<file path="config.mk">
export PLATFORM = sky130hd
export DESIGN_NAME = data_mem_arbiter
export DESIGN_NICKNAME = d
export VERILOG_FILES = /design/src/rtl/memory_pkg.sv /design/src/rtl/rr_arbiter2.sv /design/src/rtl/data_mem_arbiter.sv
export SDC_FILE = /design/constraint.sdc
export NUM_CORES = 1
export LEC_CHECK = 0
export BUFFER_PORTS_ARGS = -buffer_cell sky130_fd_sc_hd__clkbuf_2
export CORE_AREA = 3 3 120 122
export DETAILED_ROUTE_END_ITERATION = 10
export DIE_AREA = 0 0 123 125
export GPL_TIMING_DRIVEN = 1
export HOLD_SLACK_MARGIN = 0.02
export MAX_ROUTING_LAYER = met4
export SETUP_SLACK_MARGIN = 0.02
export SYNTH_ARGS = -nofsm -noshare
export SYNTH_HDL_FRONTEND = slang
export SYNTH_SLANG_ARGS = --single-unit
</file>
<file path="constraint.sdc">
create_clock -name clk_i -period 7.2 [get_ports clk_i]
set_clock_uncertainty 0.2 [all_clocks]
set_input_delay 0.36 -clock clk_i [delete_from_list [all_inputs] [get_ports clk_i]]
set_output_delay 0.36 -clock clk_i [all_outputs]
set_load 0.01 [all_outputs]
</file>
<file path="src/rtl/memory_pkg.sv">
// Shared memory-bus types for the data memory and its two-port arbiter.
//   mem_req_t       : one requester's access attributes (we, be, addr, wdata)
//   mem_arb_state_t : arbiter sequencing states
package memory_pkg;

  localparam int unsigned MEM_ARB_PORTS = 2;
  localparam int unsigned MEM_ADDR_W    = 32;
  localparam int unsigned MEM_DATA_W    = 32;
  localparam int unsigned MEM_BE_W      = 4;

  typedef struct packed {
    logic                  we;
    logic [MEM_BE_W-1:0]   be;
    logic [MEM_ADDR_W-1:0] addr;
    logic [MEM_DATA_W-1:0] wdata;
  } mem_req_t;

  typedef enum logic [1:0] {
    IDLE = 2'd0,
    WAIT = 2'd1,
    RESP = 2'd2
  } mem_arb_state_t;

endpackage

</file>
<file path="src/rtl/rr_arbiter2.sv">
// Combinational two-way round-robin pick.
//   req     : request vector, bit x = requester x
//   rr_ptr  : port favoured when both request
//   winner  : index of the selected port (meaningful when any_req)
//   any_req : at least one request is present
module rr_arbiter2 (
  input  logic [1:0] req,
  input  logic       rr_ptr,
  output logic       winner,
  output logic       any_req
);

  // A lone request wins outright; a tie goes to the round-robin pointer.
  always_comb begin
    any_req = |req;
    winner  = req[1];
    if (req == 2'b11) begin
      winner = rr_ptr;
    end
  end

endmodule

</file>
<file path="src/rtl/data_mem_arbiter.sv">
// Two-port round-robin arbiter in front of the single-port data memory.
//   clk_i, rst_i          : clock, synchronous active-high reset
//   m0_* / m1_*           : requester ports (req/we/be/addr/wdata in, rdata/ready out)
//   mem_req_o..mem_wdata_o: access issued to the memory
//   mem_rdata_i           : memory read data, valid the cycle after acceptance
//   mem_ready_i           : memory accepts when mem_req_o && mem_ready_i
module data_mem_arbiter
  import memory_pkg::*;
(
  input  logic                  clk_i,
  input  logic                  rst_i,
  input  logic                  m0_req_i,
  input  logic                  m0_we_i,
  input  logic [MEM_BE_W-1:0]   m0_be_i,
  input  logic [MEM_ADDR_W-1:0] m0_addr_i,
  input  logic [MEM_DATA_W-1:0] m0_wdata_i,
  output logic [MEM_DATA_W-1:0] m0_rdata_o,
  output logic                  m0_ready_o,
  input  logic                  m1_req_i,
  input  logic                  m1_we_i,
  input  logic [MEM_BE_W-1:0]   m1_be_i,
  input  logic [MEM_ADDR_W-1:0] m1_addr_i,
  input  logic [MEM_DATA_W-1:0] m1_wdata_i,
  output logic [MEM_DATA_W-1:0] m1_rdata_o,
  output logic                  m1_ready_o,
  output logic                  mem_req_o,
  output logic                  mem_we_o,
  output logic [MEM_BE_W-1:0]   mem_be_o,
  output logic [MEM_ADDR_W-1:0] mem_addr_o,
  output logic [MEM_DATA_W-1:0] mem_wdata_o,
  input  logic [MEM_DATA_W-1:0] mem_rdata_i,
  input  logic                  mem_ready_i
);

  mem_arb_state_t        state_q;
  logic                  rr_q;
  logic                  owner_q;
  logic [MEM_DATA_W-1:0] rdata_hold_q [MEM_ARB_PORTS];

  mem_req_t port_req [MEM_ARB_PORTS];
  mem_req_t sel_req;
  logic     sel;
  logic     winner;
  logic     any_req;
  logic     issue;
  logic     resp0;
  logic     resp1;

  // Gather each requester's attributes into one bus payload.
  always_comb begin
    port_req[0].we    = m0_we_i;
    port_req[0].be    = m0_be_i;
    port_req[0].addr  = m0_addr_i;
    port_req[0].wdata = m0_wdata_i;
    port_req[1].we    = m1_we_i;
    port_req[1].be    = m1_be_i;
    port_req[1].addr  = m1_addr_i;
    port_req[1].wdata = m1_wdata_i;
  end

  rr_arbiter2 u_rr_arbiter2 (
    .req     ({m1_req_i, m0_req_i}),
    .rr_ptr  (rr_q),
    .winner  (winner),
    .any_req (any_req)
  );

  // In IDLE the fresh winner drives the bus; while stalled only the owner does.
  always_comb begin
    sel     = (state_q == IDLE) ? winner : owner_q;
    sel_req = port_req[sel];
    issue   = !rst_i && (((state_q == IDLE) && any_req) || (state_q == WAIT));
  end

  // Memory side: idle bus is all-zero, which also covers the reset override.
  always_comb begin
    mem_req_o   = issue;
    mem_we_o    = issue ? sel_req.we    : 1'b0;
    mem_be_o    = issue ? sel_req.be    : '0;
    mem_addr_o  = issue ? sel_req.addr  : '0;
    mem_wdata_o = issue ? sel_req.wdata : '0;
  end

  // Requester side: live memory data to the owner in RESP, held data otherwise.
  always_comb begin
    resp0      = !rst_i && (state_q == RESP) && (owner_q == 1'b0);
    resp1      = !rst_i && (state_q == RESP) && (owner_q == 1'b1);
    m0_ready_o = resp0;
    m1_ready_o = resp1;
    m0_rdata_o = rst_i ? '0 : (resp0 ? mem_rdata_i : rdata_hold_q[0]);
    m1_rdata_o = rst_i ? '0 : (resp1 ? mem_rdata_i : rdata_hold_q[1]);
  end

  // Issue/response sequencing, ownership, fairness pointer and read-data hold.
  always_ff @(posedge clk_i) begin
    if (rst_i) begin
      state_q <= IDLE;
      rr_q    <= 1'b0;
      owner_q <= 1'b0;
      for (int unsigned i = 0; i < MEM_ARB_PORTS; i++) begin
        rdata_hold_q[i] <= '0;
      end
    end else begin
      case (state_q)
        IDLE: begin
          if (any_req) begin
            owner_q <= winner;
            state_q <= mem_ready_i ? RESP : WAIT;
          end
        end
        WAIT: begin
          if (mem_ready_i) begin
            state_q <= RESP;
          end
        end
        RESP: begin
          rdata_hold_q[owner_q] <= mem_rdata_i;
          rr_q                  <= ~owner_q;
          state_q               <= IDLE;
        end
        default: state_q <= IDLE;
      endcase
    end
  end

endmodule

</file>
==> results.yml, run 1 <==
die:
  io_pins: 311
  die_w_um: 123
  start_util: 0.309
  rows: 42
  die_h_um: 125
clocking:
  cts_root_buf: "clkbuf_16"
  post-cts-setup-buffers: 0
  clkSinkCount: 68
  cts_inserted_buffers: 9
  clock_path_buffers: 2
  ctsHtreeMaxLevel: 3
place:
  dp_hpwl_um: 13100
  gp_congestion: 0.903
  portBuffers: 310
yosys:
  seq_area_frac_synth: 0.488
  synth_cells: 384
  ys_seq_elements: 68
  synth_cell_type_count: 21
  synth_nets: 559
  synth.avg_cell_area_um2: 10.7
  synth_area_um2: 4100
  synth_warnings: 0
global_routing:
  grt_pass1_wl_um: 23300
  grt_pass1_vias: 4196
  grt-ovfl-total: 0
  grt_max_degree: 72
  antenna_found_initial: 2
  grtUsageTotal: 0.206
status:
  first-error: "[ERROR DRT-0255] Maze Route cannot find path of net clk_i in worker of routeBox ( 96600 0 ) ( 123000 48300 )."
  failing_step: "detailed routing"
  outcome: "aborted with a tool error"
## layer usage
metal and global-route usage:
met1 0.217, met2 0.367, met3 0.0623, met4 0.0612
met5 -
## logic make-up after synthesis
group / Yosys count / share of synthesized area
flops: 68 / 0.488
simple gates: 148 / 0.181
mux: 69 / 0.168
compound gates: 68 / 0.124
buf+inv: 31 / 0.0393
## repair_timing
item | CTS | global route
hold buffers | 1 | 0
gates resized for setup | 0 | 0
endpoints found under the hold margin | 1 | 0
## synthesized netlist by cell type
cell type | number | area (um2)
nor3_1 | 1 | 5.00
a21o_1 | 64 | 480
buf_4 | 5 | 37.5
mux2i_1 | 69 | 691
edfxtp_1 | 64 | 1920
buf_6 | 2 | 22.5
dfxtp_1 | 4 | 80.1
buf_2 | 9 | 45.0
nand2b_1 | 2 | 12.5
nand2_1 | 1 | 3.75
a32oi_1 | 1 | 8.76
inv_1 | 3 | 11.3
or3_1 | 1 | 6.26
clkbuf_1 | 12 | 45.0
nor2_1 | 76 | 285
o21a_1 | 1 | 7.51
nor3b_2 | 1 | 12.5
nor3_2 | 1 | 10.0
and2_1 | 65 | 407
a31oi_1 | 1 | 6.26
a21oi_1 | 1 | 5.00
## through the flow
step            util  std cells  setup WS, ps  cell area, um2  hold WS, ps
3_5_place_dp   0.436        847          3960            5800          289
3_3_place_gp   0.436        847          4060            5800          290
2_1_floorplan      -        384          4870            4100          232
5_1_grt        0.458        865          3740            6090          155
4_1_cts        0.457        863          3980            6080          154
==> inputs of run 2 (changes only) <==
CORE_AREA = 3 3 119 121   (was 3 3 120 122)
DIE_AREA = 0 0 122 124   (was 0 0 123 125)
HOLD_SLACK_MARGIN = unset   (was 0.02)
MAX_ROUTING_LAYER = unset   (was met4)
PLACE_DENSITY_LB_ADDON = 0.15   (was unset)
SETUP_SLACK_MARGIN = unset   (was 0.02)
==> run 2 against run 1 <==
Effect of this change: the flow now finishes without violations; synthesized area is the same; synthesized cell count is the same; global-route usage shrank 2.1 points.
==> results.yml, run 2 <==
die:
  io_pins: 311
  start_util: 0.311
  die_h_um: 124
  rows: 42
  die_area_um2: 15100
  die_w_um: 122
  core-area_um2: 13200
setup_path:
  critPathKind: "flip-flop to flip-flop"
  end_kind: "flip-flop"
  crit_start: "state_q[0]"
  cp.arrival_ps: 3220
  critPathMaxFanout: 34
  r2r_cells: 4
  r2r_slack_ps: 3720
  critPathCapture: "rdata_hold_q[1][12]"
  crit_path_start_kind: "flip-flop"
  rr_startpoint: "state_q[0]"
  rr_endpoint: "rdata_hold_q[1][12]"
  required_ps: 6930
sta:
  finalSetupViolCount: 0
  fin_tns_setup_ps: 0
  finalCriticalPeriod_ps: 3480
  timing.slew.headroom: 0.180
  worst_pin_slew_ps: 1230
  rsz0062_at_grt: "false"
  hold_slack_ps: 162
  post-route-period-util: 0.484
  hold_viol: 0
  fmax_ghz: 0.287
  drv_slew: 0
clocking:
  post-cts-setup-buffers: 0
  clock_path_buffers: 2
  hold_buffers: 1
  cts_tree: "built"
  clkSinkCount: 68
  cts_inserted_buffers: 9
  clkTransAtPathRegs_ps: 50
  cts_root_buf: "clkbuf_16"
  clk_latency_ps: 320
  ctsResizeCount: 0
  ctsHtreeMaxLevel: 3
global_routing:
  grt_pass1_wl_um: 21200
  grt-ovfl-total: 0
  antenna_found_initial: 0
  grt_max_degree: 72
  grt_pass1_vias: 3886
  grtUsageTotal: 0.185
yosys:
  synth_nets: 559
  synth_flop_cell: "edfxtp_1"
  synth_area_um2: 4100
  synth_cell_type_count: 21
  synth_edf_count: 64
  synthTopCellsByArea: "edfxtp_1, mux2i_1, a21o_1"
  synth.avg_cell_area_um2: 10.7
  synth_cells: 384
  synth_warnings: 0
  synth_top_cell_area_share: 0.468
  ys_seq_elements: 68
  yosys-top-cells-count: "nor2_1, mux2i_1, and2_1"
  yosysMostFrequentCell: "nor2_1"
  synthArstFlopShare: 0
  synth_top_cell_by_area: "edfxtp_1"
  seq_area_frac_synth: 0.488
power:
  p_per_area_nw_per_um2: 187
  leakage_nw: 3.75
  pwr-share-clk: 0.363
  combPwrFrac: 0.233
  swShare: 0.262
  power_frac_seq: 0.404
  p_int_w: 0.000840
  power.switching_w: 0.000298
  max-vdd-ir-drop_uv: 101
route:
  via_count: 3924
  drt-wirelength-per-cell_um: 17.2
  drtPass1Iterations: 4
  via_per_inst: 4.56
  drt_iter0_markers: 211
  drtAntennaViolNets: 0
  drt-total-wl_um: 14800
  drcViolationCount: 0
layout:
  top_regs: "rdata_hold_q: 64 flops, state_q: 2 flops"
  top_register: "rdata_hold_q"
  fin_nets: 855
  area_growth_pct: 48.4
  fin_area_um2: 6090
  drive_above_1_share: 0.479
  largest_reg_flops: 64
  diodes: 0
  mostFrequentLayoutCells: "clkbuf_2, nor2_1, mux2i_1"
  final_common_cell: "clkbuf_2"
  layout.cells.non_filler: 861
place:
  dp_hpwl_um: 12000
  portBuffers: 310
  post_dp_cell_area_um2: 5780
  gp_congestion: 0.870
  place_inst: 843
run:
  cap_violations: 0
hold_path:
  whs_path_depth: 2
  hp-class: "input pin to flip-flop"
status:
  outcome: "finished clean"
## run 2: cell counts after synthesis
Identical to the previous run, type by type.
## run 2: worst min path at each step
stage               startpoint                  end  slack [ps]
2_1_floorplan            rst_i              owner_q         230
3_3_place_gp              rr_q                 rr_q         300
3_5_place_dp              rr_q                 rr_q         300
4_1_cts        mem_rdata_i[23]  rdata_hold_q[0][23]         150
5_1_grt         mem_rdata_i[6]   rdata_hold_q[0][6]         160
6_report       mem_rdata_i[11]  rdata_hold_q[1][11]         160
## run 2: logic make-up after synthesis
group           Yosys count  share of synthesized area
compound gates           68                      0.124
buf+inv                  31                     0.0393
simple gates            148                      0.181
mux                      69                      0.168
flops                    68                      0.488
## run 2: area by class of cell
type	count	area, um2
clock buffers	13	240
clock inverters	3	37.5
fillers	1320	7100
inverters	3	11.3
multi-input cells	285	1980
flip-flops and latches	68	2000
well taps	176	220
repair buffers	313	1600
## run 2: layer usage
metal,part of all wire,global-route usage,vias to the layer above
li1,-,-,1950
met2,0.52,0.329,154
met3,0.083,0.0522,13
met4,0.010,0.0455,0
met5,0,0,-
met1,0.39,0.222,1807
## run 2: power by group through the flow
stage / Clock [W] / Sequential, W / Combinational (W)
4_1_cts: 0.000426 / 0.000460 / 0.000268
6_report: 0.000414 / 0.000460 / 0.000265
3_5_place_dp: 0 / 0.000468 / 0.000266
2_1_floorplan: 0 / 0.000465 / 0.000143
5_1_grt: 0.000442 / 0.000461 / 0.000291
3_3_place_gp: 0 / 0.000467 / 0.000263
## run 2: worst max-delay path: stages (launching register included)
cell and delay, ps:
dfxtp_1 330, nand2b_1 250, nor3b_4 930, nor2_4 340, inv_1 1000
## run 2: through the flow
stage	utilization	setup WS (ps)	power (W)
after floorplan	-	4870	0.000608
after global placement	0.438	3750	0.000729
after detailed placement	0.438	3610	0.000734
after CTS	0.460	3620	0.00115
after global routing	0.462	3360	0.00119
final	0.462	3720	0.00114
No activity file was read; power rests on OpenSTA's default activity.
